--- config.mk ---
export PLATFORM = sky130hd
export DESIGN_NAME = m32_uart_io_flat
export DESIGN_NICKNAME = d
export VERILOG_FILES = /design/src/rtl/m32_uart_io_if.sv /design/src/rtl/m32_uart_io.sv /design/src/flat_wrapper.sv
export SDC_FILE = /design/constraint.sdc
export NUM_CORES = 1
export LEC_CHECK = 0
export CAP_MARGIN = 20
export CORE_ASPECT_RATIO = 0.8
export CORE_UTILIZATION = 52
export CTS_CLUSTER_DIAMETER = 60
export CTS_CLUSTER_SIZE = 14
export DETAILED_ROUTE_END_ITERATION = 10
export PLACE_DENSITY = 0.74
export SETUP_SLACK_MARGIN = 0.1
export SLEW_MARGIN = 5
export SYNTH_ARGS = -nofsm -noshare
export SYNTH_HDL_FRONTEND = slang
export SYNTH_SLANG_ARGS = --single-unit
--- constraint.sdc ---
create_clock -name coreClk -period 2.7 [get_ports coreClk]
set_clock_uncertainty 0.05 [all_clocks]
set_input_delay 0.27 -clock coreClk [delete_from_list [all_inputs] [get_ports coreClk]]
set_output_delay 0.27 -clock coreClk [all_outputs]
set_load 0.01 [all_outputs]
--- src/rtl/m32_uart_io_if.sv ---
// Core I/O port bundle between the integer core and the memory-mapped UART.
// Strobes are active-low; ioRdata is combinational and muxed into dfm upstream.
interface m32_uart_io_if;
    logic [31:0] maddr;
    logic [31:0] data2mem;
    logic        ioWr;
    logic        ioRd;
    logic [31:0] ioRdata;

    modport master (output maddr, data2mem, ioWr, ioRd, input ioRdata);
    modport slave  (input maddr, data2mem, ioWr, ioRd, output ioRdata);
endinterface

--- src/rtl/m32_uart_io.sv ---
// Memory-mapped 8N1 UART: TX/RX FIFOs, programmable baud divisor, sticky error flags.
// Define UART_LOOPBACK_EN to add the STATUS[7] internal TX->RX loopback bit.
module m32_uart_io #(
    parameter int unsigned CLK_DIV    = 16,
    parameter int unsigned FIFO_DEPTH = 8,
    parameter int unsigned FIFO_AW    = 3
) (
    input  logic             coreClk,
    input  logic             coreRst,
    m32_uart_io_if.slave     bus,
    output logic             uartTx,
    input  logic             uartRx,
    output logic             irq
);
    typedef enum logic [1:0] {IDLE, START, DATA, STOP} uart_state_e;

    localparam logic [15:0] BAUD_MIN = 16'd4;

    logic       wr_en, rd_en;
    logic [1:0] reg_sel;
    assign wr_en   = ~bus.ioWr;
    assign rd_en   = ~bus.ioRd;
    assign reg_sel = bus.maddr[3:2];

    logic unused_bits;
    assign unused_bits = ^{bus.maddr[31:4], bus.maddr[1:0], bus.data2mem[31:16]};

    logic [15:0] baud;
    logic        overrun, frame_err, loop_bit;
    logic        rx_set_ovr, rx_set_ferr;

    logic [7:0]       tx_mem [FIFO_DEPTH];
    logic [FIFO_AW:0] tx_wptr, tx_rptr;
    logic             tx_full, tx_empty, tx_push, tx_pop;
    logic [7:0]       rx_mem [FIFO_DEPTH];
    logic [FIFO_AW:0] rx_wptr, rx_rptr;
    logic             rx_full, rx_empty, rx_push, rx_pop;
    logic [7:0]       rx_head;

    assign tx_full  = (tx_wptr[FIFO_AW] != tx_rptr[FIFO_AW]) &&
                      (tx_wptr[FIFO_AW-1:0] == tx_rptr[FIFO_AW-1:0]);
    assign tx_empty = (tx_wptr == tx_rptr);
    assign rx_full  = (rx_wptr[FIFO_AW] != rx_rptr[FIFO_AW]) &&
                      (rx_wptr[FIFO_AW-1:0] == rx_rptr[FIFO_AW-1:0]);
    assign rx_empty = (rx_wptr == rx_rptr);

    assign tx_push = wr_en && (reg_sel == 2'd0) && !tx_full;
    assign rx_pop  = rd_en && (reg_sel == 2'd1) && !rx_empty;
    assign rx_head = rx_empty ? 8'h00 : rx_mem[rx_rptr[FIFO_AW-1:0]];

    always_ff @(posedge coreClk or negedge coreRst) begin
        if (!coreRst) begin
            tx_wptr <= '0;
            tx_rptr <= '0;
            rx_wptr <= '0;
            rx_rptr <= '0;
        end else begin
            if (tx_push) tx_wptr <= tx_wptr + 1'b1;
            if (tx_pop)  tx_rptr <= tx_rptr + 1'b1;
            if (rx_push) rx_wptr <= rx_wptr + 1'b1;
            if (rx_pop)  rx_rptr <= rx_rptr + 1'b1;
        end
    end

    always_ff @(posedge coreClk) begin
        if (tx_push) tx_mem[tx_wptr[FIFO_AW-1:0]] <= bus.data2mem[7:0];
    end

    // Hardware error events win over a same-cycle software clear.
    always_ff @(posedge coreClk or negedge coreRst) begin
        if (!coreRst) begin
            baud      <= 16'(CLK_DIV);
            overrun   <= 1'b0;
            frame_err <= 1'b0;
        end else begin
            if (wr_en && reg_sel == 2'd3)
                baud <= (bus.data2mem[15:0] < BAUD_MIN) ? BAUD_MIN : bus.data2mem[15:0];
            if (wr_en && reg_sel == 2'd2 && bus.data2mem[4]) overrun   <= 1'b0;
            if (wr_en && reg_sel == 2'd2 && bus.data2mem[5]) frame_err <= 1'b0;
            if (rx_set_ovr)  overrun   <= 1'b1;
            if (rx_set_ferr) frame_err <= 1'b1;
        end
    end

    // ---------------- transmitter ----------------
    uart_state_e tx_state, tx_next;
    logic [15:0] tx_cnt;
    logic [2:0]  tx_idx;
    logic [7:0]  tx_shift;
    logic        tx_done, tx_serial, tx_busy;

    assign tx_done = (tx_cnt == '0);
    assign tx_busy = (tx_state != IDLE);

    always_ff @(posedge coreClk or negedge coreRst) begin
        if (!coreRst) tx_state <= IDLE;
        else          tx_state <= tx_next;
    end

    always_comb begin
        tx_next = tx_state;
        case (tx_state)
            IDLE:  if (!tx_empty) tx_next = START;
            START: if (tx_done) tx_next = DATA;
            DATA:  if (tx_done && tx_idx == 3'd7) tx_next = STOP;
            STOP:  if (tx_done) tx_next = tx_empty ? IDLE : START;
            default: tx_next = IDLE;
        endcase
    end

    always_comb begin
        tx_pop    = 1'b0;
        tx_serial = 1'b1;
        case (tx_state)
            IDLE:  tx_pop = !tx_empty;
            START: tx_serial = 1'b0;
            DATA:  tx_serial = tx_shift[0];
            STOP:  tx_pop = tx_done && !tx_empty;
            default: ;
        endcase
    end

    // The bit timer reloads from the live divisor so BAUD writes apply at the next bit.
    always_ff @(posedge coreClk or negedge coreRst) begin
        if (!coreRst) begin
            tx_cnt   <= '0;
            tx_idx   <= '0;
            tx_shift <= '0;
        end else if (tx_pop) begin
            tx_shift <= tx_mem[tx_rptr[FIFO_AW-1:0]];
            tx_cnt   <= baud - 16'd1;
            tx_idx   <= '0;
        end else if (tx_state != IDLE) begin
            if (tx_done) begin
                tx_cnt <= baud - 16'd1;
                if (tx_state == DATA) begin
                    tx_shift <= {1'b0, tx_shift[7:1]};
                    tx_idx   <= tx_idx + 1'b1;
                end
            end else begin
                tx_cnt <= tx_cnt - 16'd1;
            end
        end
    end

    // ---------------- receiver ----------------
    uart_state_e rx_state, rx_next;
    logic [1:0]  rx_sync;
    logic        rx_in, rx_line, rx_prev, rx_done;
    logic [15:0] rx_cnt;
    logic [2:0]  rx_idx;
    logic [7:0]  rx_shift;

    assign rx_line = rx_sync[1];
    assign rx_done = (rx_cnt == '0);

    always_ff @(posedge coreClk or negedge coreRst) begin
        if (!coreRst) begin
            rx_sync  <= '1;
            rx_prev  <= 1'b1;
            rx_state <= IDLE;
        end else begin
            rx_sync  <= {rx_sync[0], rx_in};
            rx_prev  <= rx_line;
            rx_state <= rx_next;
        end
    end

    always_comb begin
        rx_next = rx_state;
        case (rx_state)
            IDLE:  if (rx_prev && !rx_line) rx_next = START;
            START: if (rx_done) rx_next = rx_line ? IDLE : DATA;
            DATA:  if (rx_done && rx_idx == 3'd7) rx_next = STOP;
            STOP:  if (rx_done) rx_next = IDLE;
            default: rx_next = IDLE;
        endcase
    end

    always_comb begin
        rx_push     = 1'b0;
        rx_set_ferr = 1'b0;
        rx_set_ovr  = 1'b0;
        if (rx_state == STOP && rx_done) begin
            rx_set_ferr = !rx_line;
            rx_set_ovr  = rx_line && rx_full;
            rx_push     = rx_line && !rx_full;
        end
    end

    // Two cycles of edge detect precede START, so the preload is BAUD/2-2 to hit mid-bit.
    always_ff @(posedge coreClk or negedge coreRst) begin
        if (!coreRst) begin
            rx_cnt   <= '0;
            rx_idx   <= '0;
            rx_shift <= '0;
        end else begin
            case (rx_state)
                IDLE: rx_cnt <= (baud >> 1) - 16'd2;
                START, STOP: begin
                    if (rx_done) begin
                        rx_cnt <= baud - 16'd1;
                        rx_idx <= '0;
                    end else begin
                        rx_cnt <= rx_cnt - 16'd1;
                    end
                end
                DATA: begin
                    if (rx_done) begin
                        rx_shift <= {rx_line, rx_shift[7:1]};
                        rx_idx   <= rx_idx + 1'b1;
                        rx_cnt   <= baud - 16'd1;
                    end else begin
                        rx_cnt <= rx_cnt - 16'd1;
                    end
                end
                default: ;
            endcase
        end
    end

    always_ff @(posedge coreClk) begin
        if (rx_push) rx_mem[rx_wptr[FIFO_AW-1:0]] <= rx_shift;
    end

`ifdef UART_LOOPBACK_EN
    logic loopback;
    always_ff @(posedge coreClk or negedge coreRst) begin
        if (!coreRst)                       loopback <= 1'b0;
        else if (wr_en && reg_sel == 2'd2)  loopback <= bus.data2mem[7];
    end
    assign loop_bit = loopback;
    assign rx_in    = loopback ? tx_serial : uartRx;
    assign uartTx   = loopback | tx_serial;
`else
    assign loop_bit = 1'b0;
    assign rx_in    = uartRx;
    assign uartTx   = tx_serial;
`endif

    // ---------------- bus read path ----------------
    logic [7:0] status;
    assign status = {loop_bit, tx_busy, frame_err, overrun, rx_empty, rx_full, tx_empty, tx_full};
    assign irq    = !rx_empty || overrun || frame_err;

    always_comb begin
        bus.ioRdata = '0;
        if (coreRst && rd_en) begin
            case (reg_sel)
                2'd1:    bus.ioRdata = {24'h0, rx_head};
                2'd2:    bus.ioRdata = {24'h0, status};
                2'd3:    bus.ioRdata = {16'h0, baud};
                default: bus.ioRdata = '0;
            endcase
        end
    end
endmodule

--- src/flat_wrapper.sv ---
// flat-port wrapper written by rule: the top's interface ports become plain ports
module m32_uart_io_flat 
#(
    parameter int unsigned CLK_DIV    = 16,
    parameter int unsigned FIFO_DEPTH = 8,
    parameter int unsigned FIFO_AW    = 3
)
  (coreClk, coreRst, uartTx, uartRx, irq, bus_maddr, bus_data2mem, bus_ioWr, bus_ioRd, bus_ioRdata);
  m32_uart_io_if bus_i ();
  input  logic coreClk;
  input  logic coreRst;
  output logic uartTx;
  input  logic uartRx;
  output logic irq;
  input wire logic [$bits(bus_i.maddr)-1:0] bus_maddr;
  input wire logic [$bits(bus_i.data2mem)-1:0] bus_data2mem;
  input wire logic [$bits(bus_i.ioWr)-1:0] bus_ioWr;
  input wire logic [$bits(bus_i.ioRd)-1:0] bus_ioRd;
  output wire logic [$bits(bus_i.ioRdata)-1:0] bus_ioRdata;
  assign bus_i.maddr = bus_maddr;
  assign bus_i.data2mem = bus_data2mem;
  assign bus_i.ioWr = bus_ioWr;
  assign bus_i.ioRd = bus_ioRd;
  assign bus_ioRdata = bus_i.ioRdata;
  m32_uart_io #(.CLK_DIV(CLK_DIV), .FIFO_DEPTH(FIFO_DEPTH), .FIFO_AW(FIFO_AW)) u_core (.coreClk(coreClk), .coreRst(coreRst), .bus(bus_i), .uartTx(uartTx), .uartRx(uartRx), .irq(irq));
endmodule
# Word level (Yosys, flattened, before mapping)
# Memories as Yosys holds them, arrays and structs flattened.
# Index checks and enable logic that the tools add are counted.
[classes] add_sub_neg=10 order_cmp=1 n_eq_ne=27 muxes=45 bitwise_logic=2 n_reduce_logical=44
[ops] cell="2-to-1 mux 16 bit" n=5
[ops] cell="one-hot mux 16 bit (3 select lines)" n=1
[ops] cell="subtractor 16 x 1 -> 16 bit, second input constant" n=3
[ops] cell="2-to-1 mux 8 bit" n=5
[ops] cell="zero test 16 bit" n=2
[ops] cell="2-to-1 mux 32 bit" n=1
[ops] cell="one-hot mux 16 bit (2 select lines)" n=1
[ops] cell="logical AND 1 bit" n=18
[ops] cell="2-to-1 mux 2 bit" n=9
[ops] cell="2-to-1 mux 3 bit" n=6
[ops] cell="!= test 2 x 1 -> 1 bit, second input constant" n=9
[ops] cell="adder 4 x 1 -> 4 bit, second input constant" n=4
[ops] cell="less-than comparator 16 x 3 -> 1 bit, second input constant" n=1
[ops] cell="one-hot mux 2 bit (4 select lines)" n=2
[ops] cell="subtractor 15 x 2 -> 16 bit, second input constant" n=1
[ops] cell="nonzero test 2 bit" n=7
[ops] cell="== test 2 bit, second input constant" n=6
[ops] cell="2-to-1 mux 1 bit" n=12
[ops] cell="== test 4 bit" n=2
[ops] cell="AND reduction 4 bit" n=2
[ops] cell="adder 3 x 1 -> 3 bit, second input constant" n=2
[ops] cell="== test 2 x 1 -> 1 bit, second input constant" n=3
[ops] cell="== test 3 bit" n=2
[ops] cell="== test 3 bit, second input constant" n=2
[ops] cell="other kinds (12)" n=23
[totals] regBits=95 ram_bits=128 input_bits=69 output_inout_bits=34 word_cells=148 n_memories=2
[memory_table] name="u_core.rx_mem" words=8 width=8 rd=1 rd_ports_with_merged_regs=0 write_ports=1 line="m32_uart_io.sv:35" rtl="logic [7:0] rx_mem [FIFO_DEPTH];"
[memory_table] name="u_core.tx_mem" words=8 width=8 rd=1 rd_ports_with_merged_regs=0 write_ports=1 line="m32_uart_io.sv:32" rtl="logic [7:0] tx_mem [FIFO_DEPTH];"

# Depth between registers and ports, before layout
[depth] word_depth=7 ltp_mapped=10 ltp_nobuf=8

# Worst setup path after synthesis
# No wires, ideal clock.
[synth_path] path_kind="reg-to-reg" startpoint="reg u_core.rx_cnt[0]" endpoint="mem u_core.rx_mem[0][0] (enable)" setup_ns=0.383 arrival_time_ns=2.357 t_required_ns=2.267 path_slack_ns=-0.091 stages_incl_launch_ff=10 n_path_buf=1 synth_period_minus_slack_ns=2.791 path_cell_list="dfrtp_1 inv_1 ha_1 nor4b_1 and4_1 clkbuf_1 nand4_1 nor2b_1 nand2b_1 nor3_1"
[synth_between] elab_chain_len=5
[synth_rtl] element="from (decl)" line="m32_uart_io.sv:150" rtl="logic [15:0] rx_cnt;"
[synth_rtl] element="from (signal assigned)" line="m32_uart_io.sv:199" rtl="IDLE: rx_cnt <= (baud >> 1) - 16'd2;"
[synth_rtl] element="from (signal assigned)" line="m32_uart_io.sv:202" rtl="rx_cnt <= baud - 16'd1;"
[synth_rtl] element="from (signal assigned)" line="m32_uart_io.sv:205" rtl="rx_cnt <= rx_cnt - 16'd1;"
[synth_rtl] element="zero test 16 bit" line="m32_uart_io.sv:155" rtl="assign rx_done = (rx_cnt == '0);"
[synth_rtl] element="logical AND 1 bit" line="m32_uart_io.sv:184" rtl="if (rx_state == STOP && rx_done) begin"
[synth_rtl] element="2-to-1 mux 1 bit" line="m32_uart_io.sv:184"
[synth_rtl] element="2-to-1 mux 1 bit" line="m32_uart_io.sv:223" rtl="if (rx_push) rx_mem[rx_wptr[FIFO_AW-1:0]] <= rx_shift;"
[synth_rtl] element="2-to-1 mux 1 bit (not written as such)" line="m32_uart_io.sv:223"
[synth_rtl] element="to (decl)" line="m32_uart_io.sv:35"
# No other way between the ends.

# Worst setup path in the final report
[layout_path] startpoint="reg u_core.rx_rptr[0]" endpoint="out bus_ioRdata[5]"
[layout_between] elab_chain_len=4 word_cells_on_any_way=5 classes_between="1 x eq/ne; 3 x mux; 1 x memory"
[layout_rtl] element="from (decl)" line="m32_uart_io.sv:36" rtl="logic [FIFO_AW:0] rx_wptr, rx_rptr;"
[layout_rtl] element="from (signal assigned)" line="m32_uart_io.sv:61" rtl="if (rx_pop) rx_rptr <= rx_rptr + 1'b1;"
[layout_rtl] element="memory (8 x 8 bit) / == test 4 bit (equally long branches)"
[layout_rtl] element="2-to-1 mux 8 bit *" line="m32_uart_io.sv:49" rtl="assign rx_head = rx_empty ? 8'h00 : rx_mem[rx_rptr[FIFO_AW-1:0]];"
[layout_rtl] element="one-hot mux 16 bit (3 select lines) *" line="m32_uart_io.sv:249" rtl="case (reg_sel)"
[layout_rtl] element="2-to-1 mux 32 bit *" line="m32_uart_io.sv:248" rtl="if (coreRst && rd_en) begin"
[layout_rtl] element="to (decl)" line="flat_wrapper.sv:19" rtl="output wire logic [$bits(bus_i.ioRdata)-1:0] bus_ioRdata;"
# Every way passes the cells marked *; elsewhere a longest branch is shown, timed or not.

==> impl_metrics.toml <==
[clocking]
tritoncts = "yes"
htree_num_levels = 1
clock_path_buffers = 3
cts_bufs_inserted = 20
worst_skew_pair.late_latency_ns = 0.50
clock_tree.root_cell = "sky130_fd_sc_hd__clkbuf_16"
clkSlewWorstSetupHoldPaths_ns = 0.07
cts.sink_count = 223

[timing]
fmax_ghz = 0.381
setup-tns-final_ns = 0
final.min_clock_period_ns = 2.63
finalCritPeriodShare_pct = 97.3
setup_ws_ns = 0.0730
unrepaired_setup_endpoints_after_global_routing = "yes"
pins_over_slew_limit = 0
worstMarginPinSlew_ns = 0.670
timing.slew.headroom_pct = 55.3
timing.final.hold_violations = 0
final-setup-viol-count = 0

[routing]
avgRoutedWirePerCell_um = 18.9
via_count = 6903
detailedRoute.firstIterationViolations = 487
detail_route.first_pass.iterations = 5
detail_route.vias_per_cell = 5.75
drtAntennaViolNets = 0
drt_drc_violations_left = 0
drt-total-wl_mm = 22.7

[cells_and_area]
most-common-layout-cells = "sky130_fd_sc_hd__edfxtp_1 (128), sky130_fd_sc_hd__dfrtp_1 (89), sky130_fd_sc_hd__buf_4 (67), sky130_fd_sc_hd__nor2_1 (61), sky130_fd_sc_hd__nand2_1 (58)"
finalNetCount = 1010
n_fill_cell = 1543
layout.cells.most_common = "sky130_fd_sc_hd__edfxtp_1"
n_antenna_cell = 0
fin_area_um2 = 12400
layout-area-overhead-vs-synth_pct = 15.0
multiInputGateArea_um2 = 4210
layout.area.seq_um2 = 6230
final_layout_size_suffix_gt1_share_pct = 21.6

[worst_setup_path]
worst-setup-path-type = "reg -> out"
cp_cell_sequence = "buf_6 -> buf_6 -> buf_6 -> mux4_2 -> mux2i_1 -> nor2_1 -> a21oi_1 -> nor2_1 -> buf_2"
crit_path_max_incr_delay_ns = 0.53
critical_path.startpoint_type = "flop"
critPathMostFrequentCell = "sky130_fd_sc_hd__buf_6"
critical_path.endpoint_type = "primary output"
slowest_stage = "sky130_fd_sc_hd__mux4_2"
required_ns = 2.38
cp_data_arrival_time_ns = 2.31
worst-path-max-fanout = 5

[die]
placement_rows = 46
placeableCoreArea_um2 = 20000
die_height_um = 131
start_util_pct = 53.7
die_width_um = 163
design.die.area_um2 = 21300
floorplan.io_pins = 103

[power_and_ir_drop]
power.density_cell_area_nw_per_um2 = 811
p_leak_nw = 4.62
peakVddDrop_mv = 0.430

[synthesis]
yosys.cell_types.count = 65
cell_taking_the_most_area_after_synthesis = "sky130_fd_sc_hd__edfxtp_1"
synth-warning-count = 0
yosys.area.top_type_share_pct = 35.7
postSynth.asyncResetShare_pct = 42.6
synth_seq_cells = 223
syn_area_per_cell_um2 = 12.9
synth_top_flop_cell = "sky130_fd_sc_hd__edfxtp_1"
netlist_area_before_placement_um2 = 10800
synth_sequential_area_ratio_pct = 57.9
yosys-top-cells-area = "sky130_fd_sc_hd__edfxtp_1 (36%), sky130_fd_sc_hd__dfrtp_1 (21%), sky130_fd_sc_hd__mux4_2 (6.7%)"
synth_enable_flop_cells = 128
post_synth_inst_count = 836

[global_route]
grt_remaining_overflow = 0
grt_antenna_before_repair = 0
total_global_routing_track_utilization_pct = 22.1
grt_start_max_net_pins = 51
grt_pass1_vias = 6649
wire_length_of_the_first_global_routing_pass_mm = 36.3

[placed_design]
buffer_ports.inserted = 40
post_dp_cell_area_um2 = 11600
dpl_worst_slack_ns = 0.0878
gp_congestion = 0.839
detailed_placement_wirelength_estimate_mm = 15.7

[min_path]
min_path_type = "in -> reg"

[run_status]
outcome = "completed"

[flow_run]
drv.max_cap_violation_count = 0
## worst max-delay path: cells and delay by family (launching register included)
| family | cells | cell delay [ns] |
|---|---|---|
| multiplexers | 2 | 0.68 |
| buffers and inverters | 4 | 0.47 |
| AND/OR/NAND/NOR | 2 | 0.14 |
| flip-flops | 1 | 0.41 |
| AO/OA/AOI/OAI | 1 | 0.11 |
## synth_stat cells (12+ instances only)
cell type / number
sky130_fd_sc_hd__edfxtp_1: 128
sky130_fd_sc_hd__dfrtp_1: 91
sky130_fd_sc_hd__nor2_1: 63
sky130_fd_sc_hd__nand2_1: 59
sky130_fd_sc_hd__o21ai_0: 39
sky130_fd_sc_hd__xnor2_1: 34
sky130_fd_sc_hd__a21oi_1: 33
sky130_fd_sc_hd__mux2i_1: 33
sky130_fd_sc_hd__mux4_2: 32
sky130_fd_sc_hd__mux2_2: 29
sky130_fd_sc_hd__clkbuf_1: 27
sky130_fd_sc_hd__xor2_1: 22
sky130_fd_sc_hd__ha_1: 19
sky130_fd_sc_hd__buf_4: 18
sky130_fd_sc_hd__nand3_1: 17
sky130_fd_sc_hd__nor3_1: 17
sky130_fd_sc_hd__inv_1: 16
sky130_fd_sc_hd__nor4_1: 12
## state kept, by name (all words and copies together) (netlist names), 8 cells and up, named ones only
name and cells:
u_core.rx_shift 8, u_core.rx_mem 64, u_core.tx_cnt 16, u_core.rx_cnt 16, u_core.baud 16, u_core.tx_shift 8, u_core.tx_mem 64
## kinds of logic (layout without fill, tap and decap cells)
logic type / after synthesis / count (layout) / share of synthesized area (%)
other cells: 1 / 16 / 0.0349
buf+inv: 81 / 166 / 4.05
fa+ha+maj: 19 / 19 / 2.21
simple gates: 239 / 239 / 11.4
xor+xnor: 56 / 56 / 4.56
compound gates: 123 / 123 / 7.04
mux: 94 / 94 / 12.8
flops: 223 / 223 / 57.9
## through the flow
stage	std cells	hold slack [ns]	util, %	power (mW)
after floorplan	851	-0.0756	-	6.69
after CTS	1198	0.106	61.5	10.1
after detailed placement	1149	0.303	58.0	7.38
after global placement	1149	0.297	58.0	7.29
final	1200	0.125	61.8	10.0
after global routing	1200	0.111	61.8	10.6
## report_power, final
part	total, mW	switching (mW)	internal [mW]
sequential	4.53	0.468	4.06
clock	2.66	1.21	1.45
combinational	2.85	1.50	1.35
total	10.0	3.18	6.86
## cell type report
type	instances	share of cell area, %
clock inverter	4	0.253
multi-input combinational	547	34.0
inverter	17	0.516
clock buffer	32	4.58
tap	264	2.67
timing repair buffer	113	7.60
sequential	223	50.3
## per-layer routing
layer / GRT usage (%) / vias to the layer above / routed length, um
met4: 5.00 / 0 / 408
met3: 3.47 / 35 / 1030
li1: - / 3237 / -
met1: 32.5 / 3457 / 10800
met2: 34.8 / 174 / 10500
met5: 0 / - / 0
## worst paths after layout
path / from / end / slack, ns / depth (start not counted)
setup / recovery: u_core.rx_rptr[0]$_DFFE_PN0P_ / bus_ioRdata[5] / 0.07 / 9
hold / removal: uartRx / u_core.rx_sync[0]$_DFF_PN1_ / 0.13 / 1
setup reg to reg: u_core.rx_cnt[6]$_DFF_PN0_ / u_core.rx_mem[5][0]$_DFFE_PP_ / 0.26 / 8
hold reg to reg: u_core.rx_sync[0]$_DFF_PN1_ / u_core.rx_sync[1]$_DFF_PN1_ / 0.31 / 0
max in group asynchronous: coreRst / u_core.rx_rptr[0]$_DFFE_PN0P_ / 1.05 / 4
min in group asynchronous: coreRst / u_core.rx_cnt[7]$_DFF_PN0_ / 0.43 / 3
## timing repair
| action | CTS | global route |
|---|---|---|
| pin swaps | 4 | 7 |
| hold buffers | 1 | 0 |
| gates resized for setup | 42 | 18 |
| hold endpoints to repair | 49 | 0 |
| buffers inserted | 12 | 2 |
| endpoints found under the setup margin | 65 | 98 |
Power figures use the tool's default switching activity.
